`config.mk`:
```
export PLATFORM = sky130hd
export DESIGN_NAME = ovi_vpu_responder
export DESIGN_NICKNAME = d
export VERILOG_FILES = /design/src/rtl/definitions.sv /design/src/rtl/ovi_issue_queue.sv /design/src/rtl/ovi_vpu_responder.sv
export SDC_FILE = /design/constraint.sdc
export NUM_CORES = 1
export LEC_CHECK = 0
export CAP_MARGIN = 15
export CORE_MARGIN = 8
export CORE_UTILIZATION = 57
export DETAILED_ROUTE_END_ITERATION = 10
export PLACE_DENSITY = 0.8
export SLEW_MARGIN = 20
export SYNTH_ARGS = -nofsm -noshare
export SYNTH_HDL_FRONTEND = slang
export SYNTH_SLANG_ARGS = --single-unit
```
`constraint.sdc`:
```
create_clock -name CLK -period 5.6 [get_ports CLK]
set_input_delay 1.12 -clock CLK [delete_from_list [all_inputs] [get_ports CLK]]
set_output_delay 1.12 -clock CLK [all_outputs]
set_load 0.01 [all_outputs]
```
`src/rtl/definitions.sv`:
```
// rtl/definitions.sv - shared OVI bus types plus VPU responder dispatch/FSM enums
package definitions;

  localparam int OVI_SBID_WIDTH   = 5;
  localparam int OVI_VSTART_WIDTH = 7;

  typedef struct packed {
    logic                      vill;
    logic [2:0]                vsew;
    logic [OVI_VSTART_WIDTH:0] vl;
  } vcsr_t;

  typedef struct packed {
    logic [31:0]               instr;
    logic [63:0]               scalar_opnd;
    logic [OVI_SBID_WIDTH-1:0] sb_id;
    vcsr_t                     vcsr;
    logic                      valid;
  } vpu_issue_bus;

  typedef struct packed {
    logic [OVI_SBID_WIDTH-1:0] sb_id;
    logic                      next_senior;
    logic                      kill;
  } vpu_dispatch_bus;

  typedef struct packed {
    logic                      valid;
    logic [OVI_SBID_WIDTH-1:0] sb_id;
    logic [63:0]               dest_reg;
    logic [4:0]                fflags;
    logic                      vxsat;
    logic                      illegal;
  } vpu_completed_bus;

  typedef enum logic [1:0] {PENDING = 2'd0, SENIOR = 2'd1, KILLED = 2'd2} disp_status_t;

  typedef enum logic [1:0] {IDLE = 2'd0, EXEC = 2'd1, COMPLETE = 2'd2} state_t;

  typedef struct packed {
    logic [31:0]               instr;
    logic [63:0]               scalar_opnd;
    logic [OVI_SBID_WIDTH-1:0] sb_id;
    logic [OVI_VSTART_WIDTH:0] vl;
    logic [2:0]                vsew;
    logic                      vill;
  } q_entry_t;

  // Reserved SEW, vill, or an empty vector body on anything other than OP-V.
  function automatic logic entry_illegal(q_entry_t e);
    return e.vill || (e.vsew > 3'b011) || ((e.vl == '0) && (e.instr[6:0] != 7'h57));
  endfunction

endpackage

```
`src/rtl/ovi_issue_queue.sv`:
```
// rtl/ovi_issue_queue.sv - FIFO of issued instructions with per-entry dispatch status
module ovi_issue_queue
  import definitions::*;
#(
  parameter int QDEPTH = 4
) (
  input  logic                      CLK,
  input  logic                      RSTN,
  input  logic                      push,
  input  q_entry_t                  push_entry,
  input  logic                      pop,
  input  logic                      disp_valid,
  input  logic                      disp_kill,
  input  logic [OVI_SBID_WIDTH-1:0] disp_sb_id,
  output logic                      disp_match,
  output q_entry_t                  head_entry,
  output disp_status_t              head_status,
  output logic                      full,
  output logic                      empty
);

  localparam int AW  = $clog2(QDEPTH);
  localparam int AW1 = AW + 1;
  localparam logic [AW:0] DEPTH_CNT = QDEPTH[AW:0];

  q_entry_t     mem    [QDEPTH];
  disp_status_t status [QDEPTH];
  logic [AW:0]  wr_ptr, rd_ptr, count;
  logic [AW-1:0] idx, midx;
  logic         push_ok, old_match, in_match;
  disp_status_t new_status;

  assign count       = wr_ptr - rd_ptr;
  assign full        = (count == DEPTH_CNT);
  assign empty       = (count == '0);
  assign push_ok     = push && (!full || pop);
  assign new_status  = disp_kill ? KILLED : SENIOR;
  assign head_entry  = mem[rd_ptr[AW-1:0]];
  assign head_status = status[rd_ptr[AW-1:0]];

  // Oldest PENDING match wins; the entry arriving this cycle is only a fallback.
  always_comb begin
    old_match = 1'b0;
    midx      = '0;
    idx       = '0;
    for (int i = 0; i < QDEPTH; i++) begin
      idx = rd_ptr[AW-1:0] + AW'(i);
      if (!old_match && (AW1'(i) < count) && (status[idx] == PENDING) &&
          (mem[idx].sb_id == disp_sb_id)) begin
        old_match = 1'b1;
        midx      = idx;
      end
    end
  end

  assign in_match   = !old_match && push_ok && (push_entry.sb_id == disp_sb_id);
  assign disp_match = disp_valid && (old_match || in_match);

  always_ff @(posedge CLK or negedge RSTN) begin
    if (!RSTN) begin
      wr_ptr <= '0;
      rd_ptr <= '0;
      for (int i = 0; i < QDEPTH; i++) status[i] <= PENDING;
    end else begin
      if (push_ok) begin
        status[wr_ptr[AW-1:0]] <= (disp_valid && in_match) ? new_status : PENDING;
        wr_ptr <= wr_ptr + 1'b1;
      end
      if (disp_valid && old_match) status[midx] <= new_status;
      if (pop) rd_ptr <= rd_ptr + 1'b1;
    end
  end

  always_ff @(posedge CLK) begin
    if (push_ok) mem[wr_ptr[AW-1:0]] <= push_entry;
  end

endmodule

```
`src/rtl/ovi_vpu_responder.sv`:
```
// rtl/ovi_vpu_responder.sv - VPU-side OVI endpoint: issue queue, exec stub, completions and credits
module ovi_vpu_responder
  import definitions::*;
#(
  parameter int QDEPTH   = 4,
  parameter int EXEC_LAT = 3
) (
  input  logic             CLK,
  input  logic             RSTN,
  input  vpu_issue_bus     VPU_ISSUE,
  input  vpu_dispatch_bus  VPU_DISPATCH,
  output logic             VPU_ISSUE_CREDIT,
  output vpu_completed_bus VPU_COMPLETED,
  output logic             PROTO_ERR
);

  localparam int CW = (EXEC_LAT > 1) ? $clog2(EXEC_LAT) : 1;

  state_t           state;
  logic [CW-1:0]    cnt;
  logic             credit_q, err_q;
  vpu_completed_bus comp_q;

  q_entry_t     issue_entry, head_entry;
  disp_status_t head_status;
  logic         disp_valid, disp_match, pop, full, empty;

  assign disp_valid  = VPU_DISPATCH.next_senior || VPU_DISPATCH.kill;
  assign issue_entry = '{instr:       VPU_ISSUE.instr,
                         scalar_opnd: VPU_ISSUE.scalar_opnd,
                         sb_id:       VPU_ISSUE.sb_id,
                         vl:          VPU_ISSUE.vcsr.vl,
                         vsew:        VPU_ISSUE.vcsr.vsew,
                         vill:        VPU_ISSUE.vcsr.vill};

  // Retire on leaving COMPLETE, or drop a killed head straight from IDLE.
  assign pop = (state == COMPLETE) ||
               ((state == IDLE) && !empty && (head_status == KILLED));

  ovi_issue_queue #(.QDEPTH(QDEPTH)) u_queue (
    .CLK         (CLK),
    .RSTN        (RSTN),
    .push        (VPU_ISSUE.valid),
    .push_entry  (issue_entry),
    .pop         (pop),
    .disp_valid  (disp_valid),
    .disp_kill   (VPU_DISPATCH.kill),
    .disp_sb_id  (VPU_DISPATCH.sb_id),
    .disp_match  (disp_match),
    .head_entry  (head_entry),
    .head_status (head_status),
    .full        (full),
    .empty       (empty)
  );

  always_ff @(posedge CLK or negedge RSTN) begin
    if (!RSTN) begin
      state    <= IDLE;
      cnt      <= '0;
      credit_q <= 1'b0;
      err_q    <= 1'b0;
      comp_q   <= '0;
    end else begin
      credit_q <= 1'b0;
      comp_q   <= '0;
      if ((VPU_ISSUE.valid && full && !pop) || (disp_valid && !disp_match)) err_q <= 1'b1;
      case (state)
        IDLE: begin
          if (!empty && (head_status == SENIOR)) begin
            state <= EXEC;
            cnt   <= CW'(EXEC_LAT - 1);
          end else if (!empty && (head_status == KILLED)) begin
            credit_q <= 1'b1;
          end
        end
        EXEC: begin
          if (cnt == '0) begin
            state           <= COMPLETE;
            credit_q        <= 1'b1;
            comp_q.valid    <= 1'b1;
            comp_q.sb_id    <= head_entry.sb_id;
            comp_q.dest_reg <= head_entry.scalar_opnd ^ {32'b0, head_entry.instr};
            comp_q.illegal  <= entry_illegal(head_entry);
          end else begin
            cnt <= cnt - 1'b1;
          end
        end
        COMPLETE: state <= IDLE;
        default:  state <= IDLE;
      endcase
    end
  end

  assign VPU_ISSUE_CREDIT = credit_q;
  assign VPU_COMPLETED    = comp_q;
  assign PROTO_ERR        = err_q;

endmodule

```
Yosys cells after proc, flatten, opt, wreduce, memory -nomap -nowiden:

Memories as Yosys holds them, arrays and structs flattened.
Cells that the tools add are included.

* add/subtract/negate cells: 7
* equal/unequal tests: 14
* mux-type cells: 46
* bitwise gates (word level): 7
* reduce and logical (&&, ||, !) cells: 53
* $lt $le $gt $ge: 13

Operators with widths (count)
* two-way mux 70 bit: 2
* bitwise XOR 64 x 32 -> 64 bit: 1
* two-way mux 2 bit: 20
* logical AND 1 bit: 27
* equality test 5 bit: 5
* >= comparator 3 bit (second input constant): 6
* inverter 2 -> 3 bit: 6
* binary-select mux 2 bit (select 2 bit): 4
* bitwise mux 8 bit: 2
* two-way mux 8 bit: 2
* logical NOT 2 bit: 6
* two-way mux 1 bit: 11
* demux 2 bit (select 2 bit): 2
* logical NOT 1 bit: 8
* logical NOT 8 bit: 1
* one-hot mux 2 bit (2 select lines): 2
* logical OR 1 bit: 7
* inequality test 7 bit (second input constant): 1
* adder 3 x 1 -> 3 bit (second input constant): 2
* less-than comparator 1 x 3 -> 1 bit (first input constant): 2
* less-than comparator 2 x 3 -> 1 bit (first input constant): 2
* less-than comparator 3 x 1 -> 1 bit (second input constant): 2
* adder 2 bit (second input constant): 2
* equality test 2 x 1 -> 1 bit (second input constant): 2
* 13 further kinds: 15

* bits in registers: 91
* memory bits (writable): 452
* output and inout bits: 79
* input port bits: 123
* memories: 1

Memories
* u_queue.mem: words 4, bits a word 113, rd ports 4, clocked after Yosys merged registers in 0, wr ports 1, line ovi_issue_queue.sv:26 `q_entry_t mem [QDEPTH];`

Longest topological paths before layout:

Gate-level depths: netlist (run 1).

* word-level depth: 32
* mapped depth: 11
* gate-level depth less buffers: 11

By module:

A second synthesis (run 1) with hierarchy kept.

* cells, all modules: 1001
* area total of the unflattened synthesis: 20958.9 um^2

Modules (own cells, without submodules)
* ovi_issue_queue: cells an instance 776, area an instance 18092.4 um^2, times used 1
* ovi_vpu_responder: cells an instance 225, area an instance 2866.5 um^2, times used 1

Worst setup path after synthesis (run 1):

No wires, ideal clock.

* kind: flip-flop to flip-flop
* from: reg u_queue.wr_ptr[0]
* to: mem u_queue.mem[3][0] in the netlist's numbering (enable)
* path slack: 1.189 ns
* arrival: 3.946 ns
* path buffers: 1
* clock period less this slack: 4.411 ns
* cell stages (with the launch flop): 9
* cell sequence: dfrtp_1 -> inv_1 -> ha_1 -> fa_1 -> xnor3_1 -> o31a_1 -> buf_2 -> nand2_1 -> inv_1

* word-level cells in the longest chain between the ends: 10

Ends and longest elaborated chain
* start, declared: line ovi_issue_queue.sv:28 `logic [AW:0] wr_ptr, rd_ptr, count;`
* start signal, assigned: line ovi_issue_queue.sv:67 `wr_ptr <= wr_ptr + 1'b1;`
* subtractor 3 bit: line ovi_issue_queue.sv:33 `assign count = wr_ptr - rd_ptr;`
* logical NOT 3 bit: line ovi_issue_queue.sv:35 `assign empty = (count == '0);`
* logical NOT 1 bit: line ovi_vpu_responder.sv:38 `((state == IDLE) && !empty && (head_status == KILLED));`
* logical AND 1 bit (2 in series): line ovi_vpu_responder.sv:38
* logical OR 1 bit: line ovi_vpu_responder.sv:37 `assign pop = (state == COMPLETE) ||`
* logical OR 1 bit: line ovi_issue_queue.sv:36 `assign push_ok = push && (!full || pop);`
* logical AND 1 bit: line ovi_issue_queue.sv:36
* two-way mux 1 bit: line ovi_issue_queue.sv:75 `if (push_ok) mem[wr_ptr[AW-1:0]] <= push_entry;`
* two-way mux 1 bit (not written as such): line ovi_issue_queue.sv:75
* end, declared: line ovi_issue_queue.sv:26

Parallel ways exist; a longest one is shown, timed or not.

Worst setup path in the final report (run 1):

* from: reg u_queue.rd_ptr[0]
* to: mem u_queue.mem[3][112] in the netlist's numbering (enable)

* word-level cells in the longest chain between the ends: 11

Ends and longest elaborated chain
* start, declared: line ovi_issue_queue.sv:28
* start signal, assigned: line ovi_issue_queue.sv:70 `if (pop) rd_ptr <= rd_ptr + 1'b1;`
* inverter 2 -> 3 bit (not written as such): line ovi_issue_queue.sv:39 `assign head_status = status[rd_ptr[AW-1:0]];`
* binary-select mux 2 bit (select 2 bit): line ovi_issue_queue.sv:39
* two-way mux 2 bit (not written as such) (2 in series): line ovi_issue_queue.sv:39
* equality test 2 bit: line ovi_vpu_responder.sv:38
* logical AND 1 bit: line ovi_vpu_responder.sv:38
* logical OR 1 bit: line ovi_vpu_responder.sv:37
* logical OR 1 bit *: line ovi_issue_queue.sv:36
* logical AND 1 bit *: line ovi_issue_queue.sv:36
* two-way mux 1 bit *: line ovi_issue_queue.sv:75
* two-way mux 1 bit (not written as such) *: line ovi_issue_queue.sv:75

Every way passes the cells marked *; elsewhere a longest branch is shown, timed or not. The select of a mux whose other input is x is not followed.

==> reports/qor.yml, run 1 <==
final_layout:
  final_common_cell: "edfxtp_1"
  stdcell_count: 1788
  most-common-layout-cells: "444 x edfxtp_1, 192 x clkdlybuf4s50_1, 129 x xnor2_1"
  nNetsFinal: 1413
  drive_gt1_share_pct: 15.2
  area_growth_pct: 20.6
  num-fill-cells: 2164
yosys:
  synth_edf_count: 444
  synth_area_mm2: 0.0206
  synth.avg_cell_area_um2: 19.4
  synth_cells: 1063
  ys_ff_latch: 535
  synth_cell_types: 56
  synth_flop_cell: "edfxtp_1"
  ys_seq_area_share_pct: 75.8
  synthArstFlopShare_pct: 17.0
  yosys_warnings: 0
worst_setup_path:
  crit_fanout: 48
  rrSetupSlack_ns: 1.42
  critical_path_required_ns: 5.80
  reg2reg_depth: 8
  arrival_ns: 4.38
  crit_type: "flip-flop to flip-flop"
  cp-endpoint: "u_queue.mem[3][112]"
  cp-end-kind: "flip-flop"
  reg2reg_from: "u_queue.rd_ptr[0]"
  startpoint: "u_queue.rd_ptr[0]"
  r2r-end: "u_queue.mem[3][112]"
  critPathLaunchType: "flip-flop"
die:
  ios: 202
  core_mm2: 0.0356
  die_height_um: 206
  fp-row-count: 69
  die_w_um: 206
  die_area_mm2: 0.0425
  start_util_pct: 57.9
clocking:
  cts_tree: "done"
  cts-root-buf: "clkbuf_16"
  cts_made_buffers: 51
  cts_setup_buffers: 0
  clock-sinks: 535
  hold_buffers: 0
  clk_pin_slew_ns: 0.06
  clkLatencyLatePin_ns: 0.57
  clockBufferDepth: 3
  postCtsResizedCells: 0
  cts-htree-levels: 2
sta:
  finalSetupViolations: 0
  fmax_mhz: 239
  max_slew.worst_pin.slew_ns: 0.933
  hold_violations: 0
  final_max_slew_viol_count: 0
  timing.final.crit_share_pct: 74.6
  fin_skew_ns: 0.0183
  max-slew-margin-rel_pct: 37.8
  rsz0062_at_grt: "false"
  fin_setup_tns_ns: 0
  period_needed_ns: 4.18
detailed_routing:
  drc: 0
  drt_first_pass_iters: 5
  drtIter0Drc: 624
  viasPerCell: 5.69
  wl_per_cell_um: 23.0
  routed_wl_um: 41100
  ant_nets: 0
  vias: 10200
placement:
  dp_cells: 1690
  hpwl_um: 24900
  gp_congestion: 0.855
  port_buffers: 193
grt:
  grt_pass1_vias: 11100
  gr-total-overflow: 0
  grt_pass1_wl_um: 63000
  grt_max_degree: 93
  antenna_found_initial: 8
  grt_util_all_layers_pct: 19.6
pwr:
  ir_drop_mv: 0.315
  leakage_uw: 0.00866
  power_density_mw_per_mm2: 513
run_status:
  status: "completed"
min_path:
  hold_path.class: "flip-flop to flip-flop"
run:
  cap_violations: 0
## flip-flops by register name (all words and copies together) (netlist names)
signal	cells
u_queue.mem	444
VPU_COMPLETED	71
u_queue.status	8
u_queue.rd_ptr	3
u_queue.wr_ptr	3
cnt	2
state	2
PROTO_ERR	1
VPU_ISSUE_CREDIT	1
## per-layer routing
metal	vias up	routed length [um]	global-route usage, %
met5	-	67	0
met4	12	1080	6.26
met3	92	2430	4.70
met2	278	21200	34.1
met1	5238	16300	24.1
li1	4551	-	-
## Yosys cell counts, types with 7 or more instances
master    number  area (um2)
edfxtp_1     444       13300
xnor2_1      129        1130
dfrtp_1       91        2280
mux4_2        79        1780
nor2_1        44         165
and3_1        39         244
nand2_1       24        90.1
clkbuf_1      21        78.8
inv_1         18        67.6
mux2i_1       16         160
buf_2         13        65.1
xor2_1        12         105
a21oi_1       10        50.1
nor3_1        10        50.1
o21ai_0       10        50.1
o221ai_1      10        87.6
buf_4          9        67.6
nor4_1         8        50.1
ha_1           7        87.6
nand3_1        7        35.0
o211ai_1       7        52.6
## worst min path at each step
stage | startpoint | to | slack (ns) | depth (start not counted)
2_1_floorplan | state[1] | VPU_ISSUE_CREDIT | 0.45 | 1
3_3_place_gp | u_queue.wr_ptr[2] | u_queue.wr_ptr[2] | 0.47 | 1
3_5_place_dp | u_queue.wr_ptr[2] | u_queue.wr_ptr[2] | 0.47 | 1
4_1_cts | u_queue.wr_ptr[2] | u_queue.wr_ptr[2] | 0.49 | 1
5_1_grt | u_queue.wr_ptr[2] | u_queue.wr_ptr[2] | 0.50 | 1
6_report | u_queue.wr_ptr[2] | u_queue.wr_ptr[2] | 0.49 | 1
## cell type report
class | count | area, um2 | share of cell area (%)
antenna | 2 | 5.00 | 0.0201
clock buffer | 69 | 1460 | 5.86
clock inverter | 27 | 342 | 1.37
inverter | 18 | 77.6 | 0.312
multi-input combinational | 466 | 4700 | 18.9
sequential | 535 | 15600 | 62.8
tap | 461 | 577 | 2.32
timing repair buffer | 210 | 2080 | 8.38
## cells by family (layout without fill, tap and decap cells)
kind of cell	count (synthesis)	count (layout)	synth area share (%)
multiplexers	101	101	10.1
buffers and inverters	67	324	1.57
AO/OA/AOI/OAI	55	55	2.02
flip-flops	535	535	75.8
XOR/XNOR	142	142	6.10
AND/OR/NAND/NOR	154	154	3.90
other	1	8	0.0182
adder cells (fa/ha/maj)	8	8	0.522
## through the flow
| step | util (%) | hold slack [ns] | area, um2 | total power, uW | setup WS [ns] |
|---|---|---|---|---|---|
| after floorplan | - | 0.446 | 20600 | 8320 | 1.19 |
| after CTS | 69.9 | 0.491 | 24800 | 12900 | 1.34 |
| final | 69.9 | 0.493 | 24900 | 12700 | 1.42 |
| after global placement | 64.8 | 0.471 | 23000 | 9150 | 1.40 |
| after global routing | 69.9 | 0.501 | 24900 | 13300 | 1.05 |
| after detailed placement | 64.8 | 0.469 | 23000 | 9270 | 1.35 |
## worst max-delay path, cell delays in order (launching register included)
cell and delay, ns:
dfrtp_4 0.83, buf_4 0.67, mux4_2 0.40, nand2b_1 0.06, a21oi_1 0.18, o31a_1 0.34
nand2_1 0.22, inv_4 0.46, buf_4 0.56
## report_power, final
part | internal (uW) | switching, uW | leakage, uW
registers | 5340 | 412 | 0.00530
logic | 1610 | 1810 | 0.00248
clock network | 2150 | 1430 | 0.000879
(Power assumes the default switching activity.)
==> inputs of run 2 (changes only) <==
--- a/config.mk
+++ b/config.mk
@@ -7,9 +7,9 @@
 export LEC_CHECK = 0
 export CAP_MARGIN = 15
 export CORE_MARGIN = 8
-export CORE_UTILIZATION = 57
+export CORE_UTILIZATION = 51
 export DETAILED_ROUTE_END_ITERATION = 10
-export PLACE_DENSITY = 0.8
+export PLACE_DENSITY = 0.75
 export SLEW_MARGIN = 20
 export SYNTH_ARGS = -nofsm -noshare
 export SYNTH_HDL_FRONTEND = slang
==> constraint.sdc (replaced) <==
create_clock -name CLK -period 3.5 [get_ports CLK]
set_input_delay 0.7 -clock CLK [delete_from_list [all_inputs] [get_ports CLK]]
set_output_delay 0.7 -clock CLK [all_outputs]
set_load 0.01 [all_outputs]
==> run 2 against run 1 <==
Setup slack lost 1.1 ns. Clock skew up 0.0020 ns. Final area rose by 1.2%. Global-route usage fell by 2.3 points. Count of clock-buffer cells in the layout up 9. Final cell count grew 4.4%. Die area grew 11%. Critical path depth did not move. Largest cell class unchanged.
==> reports/qor.yml, run 2 (synthesis gave the netlist of run 1 again) <==
run_status:
  status: "completed"  # unchanged
worst_setup_path:
  crit_type: "flip-flop to flip-flop"  # unchanged
  startpoint: "u_queue.rd_ptr[0]"  # unchanged
  path_buf_inv: 0  # was 3
  arrival_ns: 3.62  # was 4.38 ns
  cpLargestDelayFamily: "compound AO/OA/AOI/OAI gates"  # was buffers and inverters
  crit_chain: "ha_1 -> mux4_2 -> xnor2_1 -> and3_1 -> o2111ai_1 -> or2_2 -> o211ai_1 -> o221ai_1"  # was buf_4 -> mux4_2 -> nand2b_1 -> a21oi_1 -> o31a_1 -> nand2_1 -> inv_4 -> buf_4
  max_stage_delay_ns: 0.60  # was 0.83 ns
  crit_path_top_delay_cell: "dfrtp_4"  # unchanged
  critical_path_required_ns: 3.93  # was 5.80 ns
  cp-end-kind: "flip-flop"  # unchanged
  crit_fanout: 18  # was 48
  critPathLaunchType: "flip-flop"  # unchanged
  reg2reg_from: "u_queue.rd_ptr[0]"  # unchanged
detailed_routing:
  wl_per_cell_um: 21.9  # was 23.0 um
  drtIter0Drc: 681  # was 624
  routed_wl_um: 40800  # was 41100 um
  vias: 10200  # about the same
  viasPerCell: 5.47  # was 5.69
  drt_first_pass_iters: 4  # was 5
  drc: 0  # unchanged
  ant_nets: 0  # unchanged
sta:
  fin_skew_ns: 0.0203  # was 0.0183 ns
  max-slew-margin-rel_pct: 38.8  # was 37.8%
  hold_violations: 0  # unchanged
  max_slew.worst_pin.slew_ns: 0.918  # was 0.933 ns
  finalSetupViolations: 0  # unchanged
  final_max_slew_viol_count: 0  # unchanged
  period_needed_ns: 3.19  # was 4.18 ns
  fmax_mhz: 313  # was 239 MHz
  holdWs_ns: 0.140  # was 0.493 ns
  timing.final.crit_share_pct: 91.3  # was 74.6%
  rsz0062_at_grt: "false"  # unchanged
final_layout:
  drive_gt1_share_pct: 15.8  # was 15.2%
  area_growth_pct: 22.1  # was 20.6%
  num-fill-cells: 2781  # was 2164
  final_util_pct: 63.2  # was 69.9%
  most-common-layout-cells: "444 x edfxtp_1, 192 x clkdlybuf4s50_1, 129 x xnor2_1"  # unchanged
  largest_register_ffs: 444  # unchanged
  multi_input_area_mm2: 0.00474  # was 0.00470 mm2
  nNetsFinal: 1427  # was 1413
  regArea_mm2: 0.0156  # unchanged
  design_area_mm2: 0.0252  # was 0.0249 mm2
  final_common_cell: "edfxtp_1"  # unchanged
placement:
  place_area_mm2: 0.0234  # was 0.0230 mm2
  gp_congestion: 0.829  # was 0.855
  hpwl_um: 26000  # was 24900 um
  port_buffers: 193  # unchanged
clocking:
  cts_setup_buffers: 0  # unchanged
  clock-sinks: 535  # unchanged
  cts-root-buf: "clkbuf_16"  # unchanged
  hold_buffers: 0  # unchanged
  clockBufferDepth: 3  # unchanged
  cts-htree-levels: 2  # unchanged
  cts_made_buffers: 52  # was 51
  postCtsResizedCells: 0  # unchanged
  cts_tree: "done"  # unchanged
  clk_pin_slew_ns: 0.06  # about the same
  clkLatencyLatePin_ns: 0.58  # was 0.57 ns
grt:
  grt_pass1_vias: 11100  # about the same
  grt_util_all_layers_pct: 17.3  # was 19.6%
  grt_pass1_wl_um: 63000  # about the same
  grt_max_degree: 63  # was 93
  gr-total-overflow: 0  # unchanged
  antenna_found_initial: 6  # was 8
pwr:
  power_density_mw_per_mm2: 816  # was 513 mW/mm2
  p_int_uw: 14700  # was 9100 uW
  ir_drop_mv: 0.498  # was 0.315 mV
  leakage_uw: 0.00874  # was 0.00866 uW
  power_frac_seq_pct: 44.3  # was 45.1%
  p_sw_uw: 5840  # was 3650 uW
  comb_power_share_pct: 28.6  # was 26.8%
  pwr-share-clk_pct: 27.1  # was 28.1%
  sw_frac_of_total_pct: 28.5  # was 28.6%
die:
  die_area_mm2: 0.0471  # was 0.0425 mm2
  fp-row-count: 73  # was 69
  core_mm2: 0.0398  # was 0.0356 mm2
  die_height_um: 217  # was 206 um
  ios: 202  # unchanged
  die_w_um: 217  # was 206 um
  start_util_pct: 51.7  # was 57.9%
min_path:
  hold_path.class: "primary input to asynchronous set/reset pin"  # was flip-flop to flip-flop
run:
  cap_violations: 0  # unchanged
run 2: cell types whose count changed in the layout (fill, tap and decap cells not counted), sizes merged:
cell      change
clkinv        -4
clkinvlp      +2
inv           -3
bufinv        -2
diode         -1
clkbuf        +9
buf          +13
run 2: per-stage QoR:
stage | total power, uW | setup TNS [ns] | cells | worst slack, ns
after floorplan | 13300 | -116.76 | 1068 | -0.271
after global placement | 15000 | 0 | 1767 | 0.385
after detailed placement | 15200 | 0 | 1767 | 0.325
after CTS | 20800 | 0 | 1865 | 0.316
after global routing | 21500 | 0 | 1865 | 0.0919
final | 20500 | 0 | 1866 | 0.306
run 2: worst paths after layout:
path / end / slack (ns) / cells after the start
min reg2reg: u_queue.wr_ptr[2] / 0.48 / 1
max: u_queue.status[5] / 0.31 / 8
min: VPU_COMPLETED[53] / 0.14 / 1
max reg2reg: u_queue.status[5] / 0.31 / 8
min in group CLK: u_queue.wr_ptr[2] / 0.48 / 1
max in group asynchronous: u_queue.rd_ptr[1] / 2.60 / 2
run 2: worst register-to-register path, cell delays in order, from the launching register on:
cell	delay, ns
dfrtp_4	0.60
ha_1	0.45
mux4_2	0.55
xnor2_1	0.19
and3_1	0.17
o2111ai_1	0.19
or2_2	0.35
o211ai_1	0.36
o221ai_1	0.19
run 2: cell type report:
class,instances,area share [%]
repair buffers,223,9.21
diodes,1,0.00995
clock buffers,78,5.96
well taps,525,2.61
flip-flops and latches,535,62.1
multi-input cells,466,18.8
inverters,18,0.328
clock inverters,20,0.925
run 2: routing by layer:
metal | global-route usage [%] | vias to the layer above | wire length, um
met4 | 4.98 | 10 | 934
li1 | - | 4585 | -
met1 | 22.0 | 5273 | 16600
met5 | 0 | - | 63
met2 | 29.3 | 274 | 20700
met3 | 4.38 | 69 | 2560
run 2: power groups by stage:
| stage | Combinational (uW) | Clock [uW] | Sequential, uW |
|---|---|---|---|
| after global routing | 6360 | 5920 | 9210 |
| after floorplan | 4190 | 0 | 9150 |
| final | 5870 | 5560 | 9090 |
| after global placement | 5860 | 0 | 9140 |
| after detailed placement | 5950 | 0 | 9220 |
| after CTS | 5980 | 5680 | 9100 |
